`src/rtl/sound_synth_mix.sv`:
```
// sound_synth_mix: NCH-channel tone synthesiser feeding one PWM audio pin.
// Each channel has a phase accumulator, a waveform select and a volume.
// Channels are mixed one per clock into a single duty value per carrier period.
//
// Ports:
//   CLK100MHZ      system clock
//   BTNC           synchronous active-high reset
//   SW[NCH]        per-channel enable, sampled at the sample tick
//   cfg_we         one-cycle write strobe for channel cfg_ch's shadow config
//   cfg_ch         channel being written
//   cfg_inc        phase increment per sample
//   cfg_vol        channel volume
//   cfg_mode       waveform: 0 square, 1 saw, 2 triangle, 3 silent
//   AUD_PWM        registered PWM output
//   sample_strobe  high on the cycle a new duty is loaded
module sound_synth_mix #(
  parameter int NCH     = 4,
  parameter int PHASE_W = 24,
  parameter int PWM_W   = 8,
  parameter int VOL_W   = 4
) (
  input  logic                                    CLK100MHZ,
  input  logic                                    BTNC,
  input  logic [NCH-1:0]                          SW,
  input  logic                                    cfg_we,
  input  logic [((NCH > 1) ? $clog2(NCH) : 1)-1:0] cfg_ch,
  input  logic [PHASE_W-1:0]                      cfg_inc,
  input  logic [VOL_W-1:0]                        cfg_vol,
  input  logic [1:0]                              cfg_mode,
  output logic                                    AUD_PWM,
  output logic                                    sample_strobe
);

  localparam int CH_W   = (NCH > 1) ? $clog2(NCH) : 1;
  localparam int LOG_N  = $clog2(NCH);
  localparam int ACC_W  = PWM_W + LOG_N;
  localparam int PROD_W = PWM_W + VOL_W;

  localparam logic [PWM_W-1:0] CNT_MAX     = {PWM_W{1'b1}};
  localparam logic [PWM_W-1:0] CNT_PRE_MAX = CNT_MAX - PWM_W'(1);
  localparam logic [PWM_W-1:0] MIX_FIRST   = PWM_W'(1);
  localparam logic [PWM_W-1:0] MIX_SECOND  = PWM_W'(2);
  localparam logic [PWM_W-1:0] MIX_LAST    = PWM_W'(NCH);
  localparam logic [PWM_W-1:0] DUTY_AT     = PWM_W'(NCH + 1);

  logic [PWM_W-1:0]   pwm_cnt_r;
  logic [PHASE_W-1:0] phase_r    [NCH];
  logic [PHASE_W-1:0] sh_inc_r   [NCH];
  logic [VOL_W-1:0]   sh_vol_r   [NCH];
  logic [1:0]         sh_mode_r  [NCH];
  logic [VOL_W-1:0]   act_vol_r  [NCH];
  logic [1:0]         act_mode_r [NCH];
  logic [NCH-1:0]     en_r;
  logic [ACC_W-1:0]   acc_r;
  logic [PWM_W-1:0]   duty_next_r;
  logic [PWM_W-1:0]   duty_r;
  logic               aud_pwm_r;
  logic               sample_strobe_r;

  logic [CH_W-1:0]    mix_ch_s;
  logic [PWM_W-1:0]   seg_s;
  logic [PWM_W-1:0]   wave_s;
  logic [PROD_W-1:0]  prod_s;
  logic [PWM_W-1:0]   level_s;

  assign AUD_PWM       = aud_pwm_r;
  assign sample_strobe = sample_strobe_r;

  // Scaled level of the channel being mixed this cycle (channel = pwm_cnt-1).
  always_comb begin
    mix_ch_s = CH_W'(pwm_cnt_r - PWM_W'(1));
    seg_s    = phase_r[mix_ch_s][PHASE_W-1 -: PWM_W];
    wave_s   = '0;
    if (en_r[mix_ch_s]) begin
      case (act_mode_r[mix_ch_s])
        2'd0:    wave_s = seg_s[PWM_W-1] ? {PWM_W{1'b1}} : {PWM_W{1'b0}};
        2'd1:    wave_s = seg_s;
        2'd2:    wave_s = seg_s[PWM_W-1] ? ~{seg_s[PWM_W-2:0], 1'b0}
                                         :  {seg_s[PWM_W-2:0], 1'b0};
        default: wave_s = '0;
      endcase
    end else begin
      wave_s = '0;
    end
    prod_s  = PROD_W'(wave_s) * PROD_W'(act_vol_r[mix_ch_s]);
    level_s = PWM_W'(prod_s >> VOL_W);
  end

  // Carrier counter, shadow/active config and per-channel phase at the tick.
  always_ff @(posedge CLK100MHZ) begin
    if (BTNC) begin
      pwm_cnt_r <= '0;
      en_r      <= '0;
      for (int c = 0; c < NCH; c++) begin
        phase_r[c]    <= '0;
        sh_inc_r[c]   <= '0;
        sh_vol_r[c]   <= '0;
        sh_mode_r[c]  <= '0;
        act_vol_r[c]  <= '0;
        act_mode_r[c] <= '0;
      end
    end else begin
      pwm_cnt_r <= pwm_cnt_r + PWM_W'(1);
      if (pwm_cnt_r == '0) begin
        en_r <= SW;
      end
      for (int c = 0; c < NCH; c++) begin
        // The increment being made active is applied on this same tick, so
        // only the shadow copy needs to exist for it.
        if (pwm_cnt_r == '0) begin
          act_vol_r[c]  <= sh_vol_r[c];
          act_mode_r[c] <= sh_mode_r[c];
          phase_r[c]    <= SW[c] ? (phase_r[c] + sh_inc_r[c]) : '0;
        end
        // A write on the tick cycle lands in shadow after the copy above read it.
        if (cfg_we && (cfg_ch == CH_W'(c))) begin
          sh_inc_r[c]  <= cfg_inc;
          sh_vol_r[c]  <= cfg_vol;
          sh_mode_r[c] <= cfg_mode;
        end
      end
    end
  end

  // Sequential mixer, duty pipeline and registered PWM comparator.
  always_ff @(posedge CLK100MHZ) begin
    if (BTNC) begin
      acc_r           <= '0;
      duty_next_r     <= '0;
      duty_r          <= '0;
      aud_pwm_r       <= 1'b0;
      sample_strobe_r <= 1'b0;
    end else begin
      if (pwm_cnt_r == MIX_FIRST) begin
        acc_r <= ACC_W'(level_s);
      end else if ((pwm_cnt_r >= MIX_SECOND) && (pwm_cnt_r <= MIX_LAST)) begin
        acc_r <= acc_r + ACC_W'(level_s);
      end
      if (pwm_cnt_r == DUTY_AT) begin
        duty_next_r <= PWM_W'(acc_r >> LOG_N);
      end
      if (pwm_cnt_r == CNT_MAX) begin
        duty_r <= duty_next_r;
      end
      // Raised one cycle early so the pulse coincides with the duty load cycle.
      sample_strobe_r <= (pwm_cnt_r == CNT_PRE_MAX);
      aud_pwm_r       <= (pwm_cnt_r < duty_r);
    end
  end

endmodule

```
`config.mk`:
```
export PLATFORM = sky130hd
export DESIGN_NAME = sound_synth_mix
export DESIGN_NICKNAME = d
export VERILOG_FILES = /design/src/rtl/sound_synth_mix.sv
export SDC_FILE = /design/constraint.sdc
export NUM_CORES = 1
export LEC_CHECK = 0
export CAP_MARGIN = 20
export CELL_PAD_IN_SITES_DETAIL_PLACEMENT = 1
export CELL_PAD_IN_SITES_GLOBAL_PLACEMENT = 1
export CORE_ASPECT_RATIO = 0.75
export CORE_UTILIZATION = 50
export CTS_BUF_LIST = sky130_fd_sc_hd__clkbuf_16
export CTS_CLUSTER_DIAMETER = 200
export DETAILED_ROUTE_END_ITERATION = 8
export GPL_TIMING_DRIVEN = 0
export HOLD_SLACK_MARGIN = 0.06
export PLACE_DENSITY_LB_ADDON = 0.1
export SYNTH_ARGS = -nofsm -noshare
export SYNTH_HDL_FRONTEND = slang
export SYNTH_SLANG_ARGS = --single-unit
```
`constraint.sdc`:
```
create_clock -name CLK100MHZ -period 16.9 [get_ports CLK100MHZ]
set_input_delay 1.69 -clock CLK100MHZ [delete_from_list [all_inputs] [get_ports CLK100MHZ]]
set_output_delay 1.69 -clock CLK100MHZ [all_outputs]
set_load 0.05 [all_outputs]
```
# After elaboration in Yosys (flattened, before gate mapping)
# Memory sizes are Yosys's and may differ from the RTL's.
# Cells that the tools add are included.
# classes
add_sub_neg	7
multipliers	1
magnitude_cmp	4
eq_ne	9
mux	53
n_bitwise	25
n_reduce_logical	10
# op_table
op	n
$mux W24	12
$add A24 B24 Y24	4
$mux W8	5
$mux W4	8
$or A1 B1 Y1	24
$pmux W8 S3	1
$mux W1	18
$eq A8 B8 Y1 const B	2
$mux W2	8
$mul A8 B4 Y12	1
$add A10 B8 Y10	1
$add A8 B1 Y8 const B	1
$eq A8 B1 Y1 const B	1
$eq A8 B3 Y1 const B	1
$ge A8 B2 Y1 const B	1
$le A8 B3 Y1 const B	1
$logic_not A8 Y1	1
$lt A8 B8 Y1	1
$not A8 Y8	1
$eq A2 B2 Y1 const B	3
$logic_and A1 B1 Y1	5
$eq A2 B1 Y1 const B	2
$logic_not A2 Y1	2
$lt A2 B3 Y1 const B	1
4 further kinds	4
# word_totals
register_bits	40
mem_bits_rw	240
inputBits	39
elab_cells	123
n_memories	6
# memory_table
name	depth	word_bits	rd	rd_clocked_by_memory_dff	wr	line_no	text
phase_r	4	24	5	0	4	47	logic [PHASE_W-1:0] phase_r [NCH];
sh_inc_r	4	24	4	0	4	48	logic [PHASE_W-1:0] sh_inc_r [NCH];
act_vol_r	4	4	1	0	4	51	logic [VOL_W-1:0] act_vol_r [NCH];
sh_vol_r	4	4	4	0	4	49	logic [VOL_W-1:0] sh_vol_r [NCH];
act_mode_r	4	2	1	0	4	52	logic [1:0] act_mode_r [NCH];
sh_mode_r	4	2	4	0	4	50	logic [1:0] sh_mode_r [NCH];

# Longest topological paths before layout
# Gate-level depths: netlist (run 1).
# An unclocked memory read counts as a cell.
# logic_depth
depth_word	10
mapped_depth	33
mapped_depth_nobuf	29

# Worst setup path before layout (run 1)
# Ideal clock, no wire load.
# synth_path
path_kind	flip-flop to flip-flop
from	reg pwm_cnt_r[0]
to	reg acc_r[9]
setup_ns	0.133
arrival_time_ns	6.660
required_ns	16.767
path_slack_ns	10.107
stages_incl_launch_ff	30
n_path_buf	3
synth_period_minus_slack_ns	6.793
path_cell_list	dfxtp_1 -> buf_6 -> buf_1 -> inv_1 -> ha_1 -> buf_2 -> mux4_2 -> and2b_1 -> a221oi_2 -> nand2b_1 -> nor2b_1 -> fa_1 -> inv_1 -> fa_1 -> inv_1 -> ha_1 -> inv_1 -> o41ai_2 -> xor2_1 -> ha_1 -> a21o_1 -> a21oi_1 -> o21bai_1 -> a21oi_1 -> o21bai_1 -> a21oi_1 -> nor2b_1 -> o211ai_1 -> xor2_1 -> nor3_1
# synth_via
elab_chain_len	8
word_cells_on_any_way	21
cone_classes	2 x add/sub; 1 x mul; 2 x order compare; 3 x eq/ne; 6 x mux; 1 x bitwise; 3 x reduce/logical; 3 x memory
# synth_lines
element	line_no	text
start, declared	46	logic [PWM_W-1:0] pwm_cnt_r;
start signal, assigned	103	pwm_cnt_r <= pwm_cnt_r + PWM_W'(1);
$sub A2 B1 Y2 (*)	71	mix_ch_s = CH_W'(pwm_cnt_r - PWM_W'(1));
net mix_ch_s[0]	60	logic [CH_W-1:0] mix_ch_s;
$mem_v2 Z4 W24	-	
$not A8 Y8	78	2'd2: wave_s = seg_s[PWM_W-1] ? ~{seg_s[PWM_W-2:0], 1'b0}
$mux W8	78	
$pmux W8 S3	75	case (act_mode_r[mix_ch_s])
$mux W8	74	if (en_r[mix_ch_s]) begin
$mul A8 B4 Y12 (*)	85	prod_s = PROD_W'(wave_s) * PROD_W'(act_vol_r[mix_ch_s]);
$add A10 B8 Y10 (*)	137	acc_r <= acc_r + ACC_W'(level_s);
end signal, assigned	135	acc_r <= ACC_W'(level_s);
end signal, assigned	137	
end, declared	54	logic [ACC_W-1:0] acc_r;
# Mark *: on every way through the listed nets, which the timed path passes. The rest lies on a longest branch. The select of a mux whose other input is x is not followed.
# A chain may end at the register's enable or synchronous reset.

# Worst setup path after layout (run 1)
# layout_path
from	reg pwm_cnt_r[0]
to	reg acc_r[7]
# layout_via
elab_chain_len	10
word_cells_on_any_way	23
cone_classes	2 x add/sub; 1 x mul; 2 x order compare; 3 x eq/ne; 8 x mux; 1 x bitwise; 3 x reduce/logical; 3 x memory
# layout_lines
element	line_no	text
$sub A2 B1 Y2 (*)	71	
net mix_ch_s[0]	60	
$mem_v2 Z4 W24	-	
$not A8 Y8	78	
$mux W8	78	
$pmux W8 S3	75	
$mux W8	74	
$mul A8 B4 Y12 (*)	85	
$add A10 B8 Y10	137	
$mux W8	136	end else if ((pwm_cnt_r >= MIX_SECOND) && (pwm_cnt_r <= MIX_LAST)) begin
$mux W8 (*)	134	if (pwm_cnt_r == MIX_FIRST) begin
# Marks and branches as above.

==> reports/summary.md, run 1 <==
- finished, final reports clean — result of the run
- 280 — clock tree sinks
- 105 uV — peak supply drop
- 65.9 mm — wire length of the first global-routing pass
- 3278 — count of filler cells inserted in the layout
- 42.3 mm — total routed wirelength
- pwm_cnt_r[0]$_SDFF_PP0_ — Critical R2R Launch
- 32900 um^2 — Die Area
- reg -> reg — path category of the worst min-delay check
- 0 — Yosys Warn Count
- done — TritonCTS clock tree
- 5 — number of detailed-routing iterations run before antenna repair
- 0 — setup fix buffers added after clock tree synthesis
- 209 um — Die W
- 17100 um^2 — Post-Place Cell Area
- 658 — First DRT Iteration DRCs
- 1703 — nets
- 31.6 mm — placed wire-length estimate after detailed placement
- 18200 um^2 — final std cell area, no fill
- 1447 — gate count of the mapped netlist
- 0 — final antenna-violating net count
- 114 MHz — fmax
- 0.57 ns — clock insertion delay at the later pin of the skew report
- 11.7k — via count of the first global-routing pass
- flip-flop — CP startpoint kind
- 280 — post-synthesis register bit count
- sky130_fd_sc_hd__edfxtp_1 — most repeated cell in the gate-level netlist after synthesis
- 0 — final routed DRC violation total
- 5.79 — vias per cell
- 112 nW/um^2 — ratio of total power to cell area
- 11.1 um^2 — average cell area after synthesis
- 13.2% — area delta synth->final
- 3 — maximum buffer depth of the clock tree
- pwm_cnt_r[0]$_SDFF_PP0_ — Worst setup startpoint
- en_r[2]$_SDFFE_PP0N_ — Hold EP
- sky130_fd_sc_hd__edfxtp_1, sky130_fd_sc_hd__nor2_1, sky130_fd_sc_hd__ha_1, sky130_fd_sc_hd__and2_1, sky130_fd_sc_hd__a21oi_1 — top cells by count, synth
- 17.32 ns — Data required, critical path
- 9.21 ns — arrival time at the worst endpoint
- 0 — CTS resizes
- flip-flop — crit end category
- 10 — Max Fanout on Critical Path
- 56 — row count
- 2.03 mW — total design power
- 0.0116 ns — worst setup skew after layout
- 11.3k — detailed-route via count
- 0 — count of pins over their slew limit
- 2 — Hold Path Stages
- sky130_fd_sc_hd__buf_1 — Critical-path top delay cell
- 1628 — nets in the synthesized netlist
- 41 — number of top-level pins
- 21.7 um — drt wl/cell
- 240 — number of enable flip-flop cells after synthesis
- sky130_fd_sc_hd__edfxtp_1 — top flip-flop cell by instance count after synthesis
- 8.11 ns — Worst R2R Setup Slack
- 0 ns — final setup TNS
- sky130_fd_sc_hd__edfxtp_1, sky130_fd_sc_hd__ha_1, sky130_fd_sc_hd__dfxtp_1 — leading post-synthesis cells by cell area
- 39 — Port Buffer Count
- 26.2% — combined global-route utilization of all metal layers
- 0 — Final Hold Viols
- 0 — number of setup violations in the final report
- false — unrepaired setup endpoints after global routing
- 0% — Synth async-reset ratio
- 1.10 ns — actual slew at the worst max-slew pin
- 8.79 ns — final critical delay including setup and external delays
- 29 — worst reg-to-reg path cell count
- sky130_fd_sc_hd__edfxtp_1 — top cell type by total area after synthesis
- 0 — residual overflow from global routing
- 0 — Post-CTS Hold Buffers
- 6.08% — proportion of layout cells with a drive suffix above 1
- 16100 um^2 — summed instance area of the synthesized netlist
- 26.4% — relative slew slack
- 0 — Max Cap Viol
- 66 — number of different library cells in the post-synthesis netlist
- 8010 um^2 — Seq. cell area
- 1 — deepest level of the CTS H-tree
- 157 um — die extent in y
- 0.07 ns — Clock Pin Slew Worst Setup and Hold Paths
- reg -> reg — crit path kind
- 7.72 nW — Static Leak
- 0.820 — gpl congestion
- 44.8% — Synth top area share
- 31500 um^2 — Placeable Area
- 7680 um^2 — footprint of the multi-input gates
- 49.8% — proportion of synthesized chip area in sequential cells
- 51.1% — initial core utilization
- 0.78 ns — largest stage delay on the critical path
- acc_r[7]$_SDFFE_PP0P_ — FF-to-FF End
- en_r[2]$_SDFFE_PP0N_ — Hold Startpoint
- sky130_fd_sc_hd__clkbuf_16 — root buffer selected by CTS
- 2 — antenna violations before repair
- 52.0% — share of the clock period used by the worst path after layout
- 29 — total CTS buffers
- 68 — largest net degree at the start of global routing
placed cells by master, fill, tap and decap left out, types with 6 or more instances in the layout:
cell type                         instances
sky130_fd_sc_hd__clkbuf_16               29
sky130_fd_sc_hd__a211oi_1                 7
sky130_fd_sc_hd__a21o_1                  42
sky130_fd_sc_hd__nor2b_1                 17
sky130_fd_sc_hd__fa_1                    16
sky130_fd_sc_hd__clkbuf_1                34
sky130_fd_sc_hd__mux2i_1                 18
sky130_fd_sc_hd__xor2_1                  42
sky130_fd_sc_hd__clkdlybuf4s50_1         39
sky130_fd_sc_hd__dfxtp_1                 40
sky130_fd_sc_hd__mux4_2                  15
sky130_fd_sc_hd__nand2_1                 68
sky130_fd_sc_hd__nor3_1                  29
sky130_fd_sc_hd__nor2_1                 147
sky130_fd_sc_hd__o21bai_1                13
sky130_fd_sc_hd__o211ai_1                 6
sky130_fd_sc_hd__bufinv_16                7
sky130_fd_sc_hd__ha_1                   126
sky130_fd_sc_hd__clkinv_2                 6
sky130_fd_sc_hd__clkinvlp_4               7
sky130_fd_sc_hd__a21oi_1                 79
sky130_fd_sc_hd__nand3_1                 22
sky130_fd_sc_hd__edfxtp_1               240
sky130_fd_sc_hd__inv_1                   70
sky130_fd_sc_hd__xnor2_1                 60
sky130_fd_sc_hd__o21a_1                  16
sky130_fd_sc_hd__and3_1                  56
sky130_fd_sc_hd__and2_1                 121
sky130_fd_sc_hd__nand2b_1                21
sky130_fd_sc_hd__o21ai_0                 62
report_power, final:
| part | leakage, nW | internal, mW | total [mW] | switching, mW |
|---|---|---|---|---|
| sequential | 2.83 | 0.826 | 0.862 | 0.0361 |
| clock | 0.495 | 0.423 | 0.713 | 0.291 |
| combinational | 4.40 | 0.184 | 0.454 | 0.271 |
routing by layer:
metal	vias up	global-route usage [%]	part of all wire, %
li1	5336	-	-
met2	259	40.6	44
met1	5663	38.5	48
met3	54	4.35	6.5
met4	0	5.74	1.9
met5	-	0	0
sequential cells by signal, summed over array words and instances, names as in the netlist, 10 cells and up:
register / count
acc_r: 10
act_vol_r: 16
phase_r: 96
sh_inc_r: 96
sh_vol_r: 16
kinds of logic (layout without fill, tap and decap cells):
logic type	count (synthesis)	in the layout	share of synthesized area, %
xor gates and xnor gates	102	102	5.55
AOI/OAI and AO/OA	268	268	10.7
buffers and inverters	115	213	2.80
other	0	2	0
DFF	280	280	49.8
adders and majority gates	142	142	11.8
muxes	33	33	3.22
and+or+nand+nor	507	507	16.2
layout make-up:
type,instances,area share [%]
Timing Repair Buffer,44,2.71
Tap cell,406,2.79
Antenna cell,2,0.0275
Clock buffer,29,3.99
Clock inverter,25,1.80
Inverter,73,1.53
Buffer,42,0.969
Sequential cell,280,44.0
Multi-Input combinational cell,1052,42.2
critical path: cells and delay by family, from the launching register on:
family                   cells  cell delay, ns
AO/OA/AOI/OAI               10            2.56
XOR/XNOR                     2            0.41
adder cells (fa/ha/maj)      5            2.08
buffers and inverters        7            1.69
flip-flops                   1            0.41
multiplexers                 1            0.61
AND/OR/NAND/NOR              4            0.86
through the flow:
step                setup slack [ns]  util, %  instances  hold WS (ns)
global route                    7.49     57.8       1951         0.454
floorplan                      10.11        -       1447         0.418
finish                          8.11     57.8       1953         0.443
global placement                8.49     54.0       1892         0.432
CTS                             8.17     57.8       1951         0.444
detailed placement              8.27     54.5       1897         0.433
worst max-delay path by stage:
stage	endpoint	slack, ns	depth (start not counted)
floorplan	acc_r[9]$_SDFFE_PP0P_	10.11	29
global placement	acc_r[7]$_SDFFE_PP0P_	8.49	31
detailed placement	acc_r[7]$_SDFFE_PP0P_	8.27	31
CTS	acc_r[7]$_SDFFE_PP0P_	8.17	31
global route	acc_r[7]$_SDFFE_PP0P_	7.49	31
finish	acc_r[7]$_SDFFE_PP0P_	8.11	29
No activity file was read; power rests on OpenSTA's default activity.
==> inputs of run 2 (changes only) <==
clock period = 9 ns   (was 16.9 ns; I/O delays follow)
==> run 2 against run 1 <==
Effect of this change:
- clock skew down 0.00075 ns
- critical endpoint unchanged
- sequential share of layout area about the same
- critical path type unchanged
- global-route usage unchanged
==> reports/summary.md, run 2 (synthesis results as in run 1) <==
- 29.4% — fraction of power spent switching nets
- 0 — residual overflow from global routing
- 68 — largest net degree at the start of global routing
- 2.69 mW — Internal Pwr Total
- 280 — clock tree sinks
- 6.15% — proportion of layout cells with a drive suffix above 1
- 26.2% — combined global-route utilization of all metal layers
- 3.81 mW — total design power
- 0 — count of pins over their slew limit
- 21.7 um — drt wl/cell
- 11.7k — via count of the first global-routing pass
- 0 — Final Hold Viols
- sky130_fd_sc_hd__mux4_2 — Critical-path top delay cell
- 31500 um^2 — Placeable Area
- 1.12 mW — NetSw
- 51.1% — initial core utilization
- 5 — number of detailed-routing iterations run before antenna repair
- 0.374 ns — worst-case setup slack after placement
- 196 uV — peak supply drop
- phase_r x96, sh_inc_r x96 — Largest regs
- done — TritonCTS clock tree
- 0 — final routed DRC violation total
- 8.75 ns — arrival time at the worst endpoint
- 0.0109 ns — worst setup skew after layout
- 35.1% — proportion of power drawn by the clock network
- 18200 um^2 — final std cell area, no fill
- 42.3 mm — total routed wirelength
- 65.9 mm — wire length of the first global-routing pass
- 41 — number of top-level pins
- sky130_fd_sc_hd__edfxtp_1 — most common library cell in the layout ignoring fill and taps
- 29 — total CTS buffers
- 0.61 ns — largest stage delay on the critical path
- 2 — Hold Path Stages
- sky130_fd_sc_hd__clkbuf_16 — root buffer selected by CTS
- 0 — Max Cap Viol
- 1703 — nets
- 56 — row count
- 2 — antenna violations before repair
- 0.668 ns — Setup WS post-layout
- 26.8% — relative slew slack
- 13.2% — area delta synth->final
- reg -> reg — crit path kind
- 7.73 nW — Static Leak
- sky130_fd_sc_hd__edfxtp_1, sky130_fd_sc_hd__nor2_1, sky130_fd_sc_hd__ha_1 — highest-count cells in the layout ignoring fill and taps
- 0.820 — gpl congestion
- 209 nW/um^2 — ratio of total power to cell area
- 3 — maximum buffer depth of the clock tree
- 39 — Port Buffer Count
- 57.9% — Util after Layout
- 1 — deepest level of the CTS H-tree
- 0.443 ns — Final Hold Slack
- 209 um — Die W
- 3277 — count of filler cells inserted in the layout
- 0 ns — final setup TNS
- 1953 — final cell count without fillers
- flip-flop — crit end category
- 0 — final antenna-violating net count
- 0 — Post-CTS Hold Buffers
- 157 um — die extent in y
- 1.10 ns — actual slew at the worst max-slew pin
- 8.33 ns — final critical delay including setup and external delays
- 17100 um^2 — Post-Place Cell Area
- finished, final reports clean — result of the run
- 0.07 ns — Clock Pin Slew Worst Setup and Hold Paths
- 0 — number of setup violations in the final report
- 32900 um^2 — Die Area
- false — unrepaired setup endpoints after global routing
- 10 — Max Fanout on Critical Path
- 0.57 ns — clock insertion delay at the later pin of the skew report
- 658 — First DRT Iteration DRCs
- 120 MHz — fmax
- 11.3k — detailed-route via count
- 92.6% — share of the clock period used by the worst path after layout
- 5.79 — vias per cell
- flip-flop — CP startpoint kind
- 31.6 mm — placed wire-length estimate after detailed placement
- 29 — worst reg-to-reg path cell count
- 1897 — number of instances in the placed design
- 22.4% — fraction of power consumed by combinational cells
- 9.42 ns — Data required, critical path
- reg -> reg — path category of the worst min-delay check
- 42.5% — sequential group share of total power
-- run 2: cell count changes in the layout (fill, tap and decap cells not counted) --
cell / previous run / this run
sky130_fd_sc_hd__buf_1: 3 / 2
sky130_fd_sc_hd__clkbuf_2: 0 / 1
-- run 2: critical path, delay by kind of cell (launching register included) --
family,cells,cell delay (ns)
AOI/OAI and AO/OA,10,2.56
xor gates and xnor gates,2,0.41
adders and majority gates,5,2.04
buffers and inverters,7,1.28
DFF,1,0.41
muxes,1,0.61
and+or+nand+nor,4,0.86
-- run 2: power groups by stage --
stage / logic [mW] / clock network [mW] / registers [mW]
after floorplan: 0.611 / 0 / 1.62
after global placement: 0.784 / 0 / 1.65
after detailed placement: 0.838 / 0 / 1.64
after CTS: 0.851 / 1.36 / 1.62
after global routing: 0.941 / 1.40 / 1.63
final: 0.854 / 1.34 / 1.62
-- run 2: metal layers --
layer,wire [um],share of wire (%),up-vias,global-route usage (%)
met3,2760,6.5,54,4.35
met1,20200,48,5645,38.5
met2,18500,44,265,40.6
met5,0,0,-,0
li1,-,-,5336,-
met4,791,1.9,0,5.74
-- run 2: cell type report --
cell class	instances	area, um^2	share of cell area, %
timing repair buffer	44	493	2.71
clock inverter	25	328	1.80
inverter	73	279	1.53
buffer	42	178	0.976
clock buffer	29	726	3.99
tap	406	508	2.79
sequential	280	8010	44.0
antenna	2	5.00	0.0275
multi-input combinational	1052	7680	42.2
-- run 2: worst paths after layout --
check	slack, ns	start	to
min	0.44	en_r[2]$_SDFFE_PP0N_	en_r[2]$_SDFFE_PP0N_
min reg2reg	0.44	en_r[2]$_SDFFE_PP0N_	en_r[2]$_SDFFE_PP0N_
max reg2reg	0.67	pwm_cnt_r[0]$_SDFF_PP0_	acc_r[7]$_SDFFE_PP0P_
max	0.67	pwm_cnt_r[0]$_SDFF_PP0_	acc_r[7]$_SDFFE_PP0P_
-- run 2: what timing repair did --
item                       in CTS  in global routing
setup endpoints to repair       0                  1
buffers inserted                0                  0
gates resized for setup         0                  2
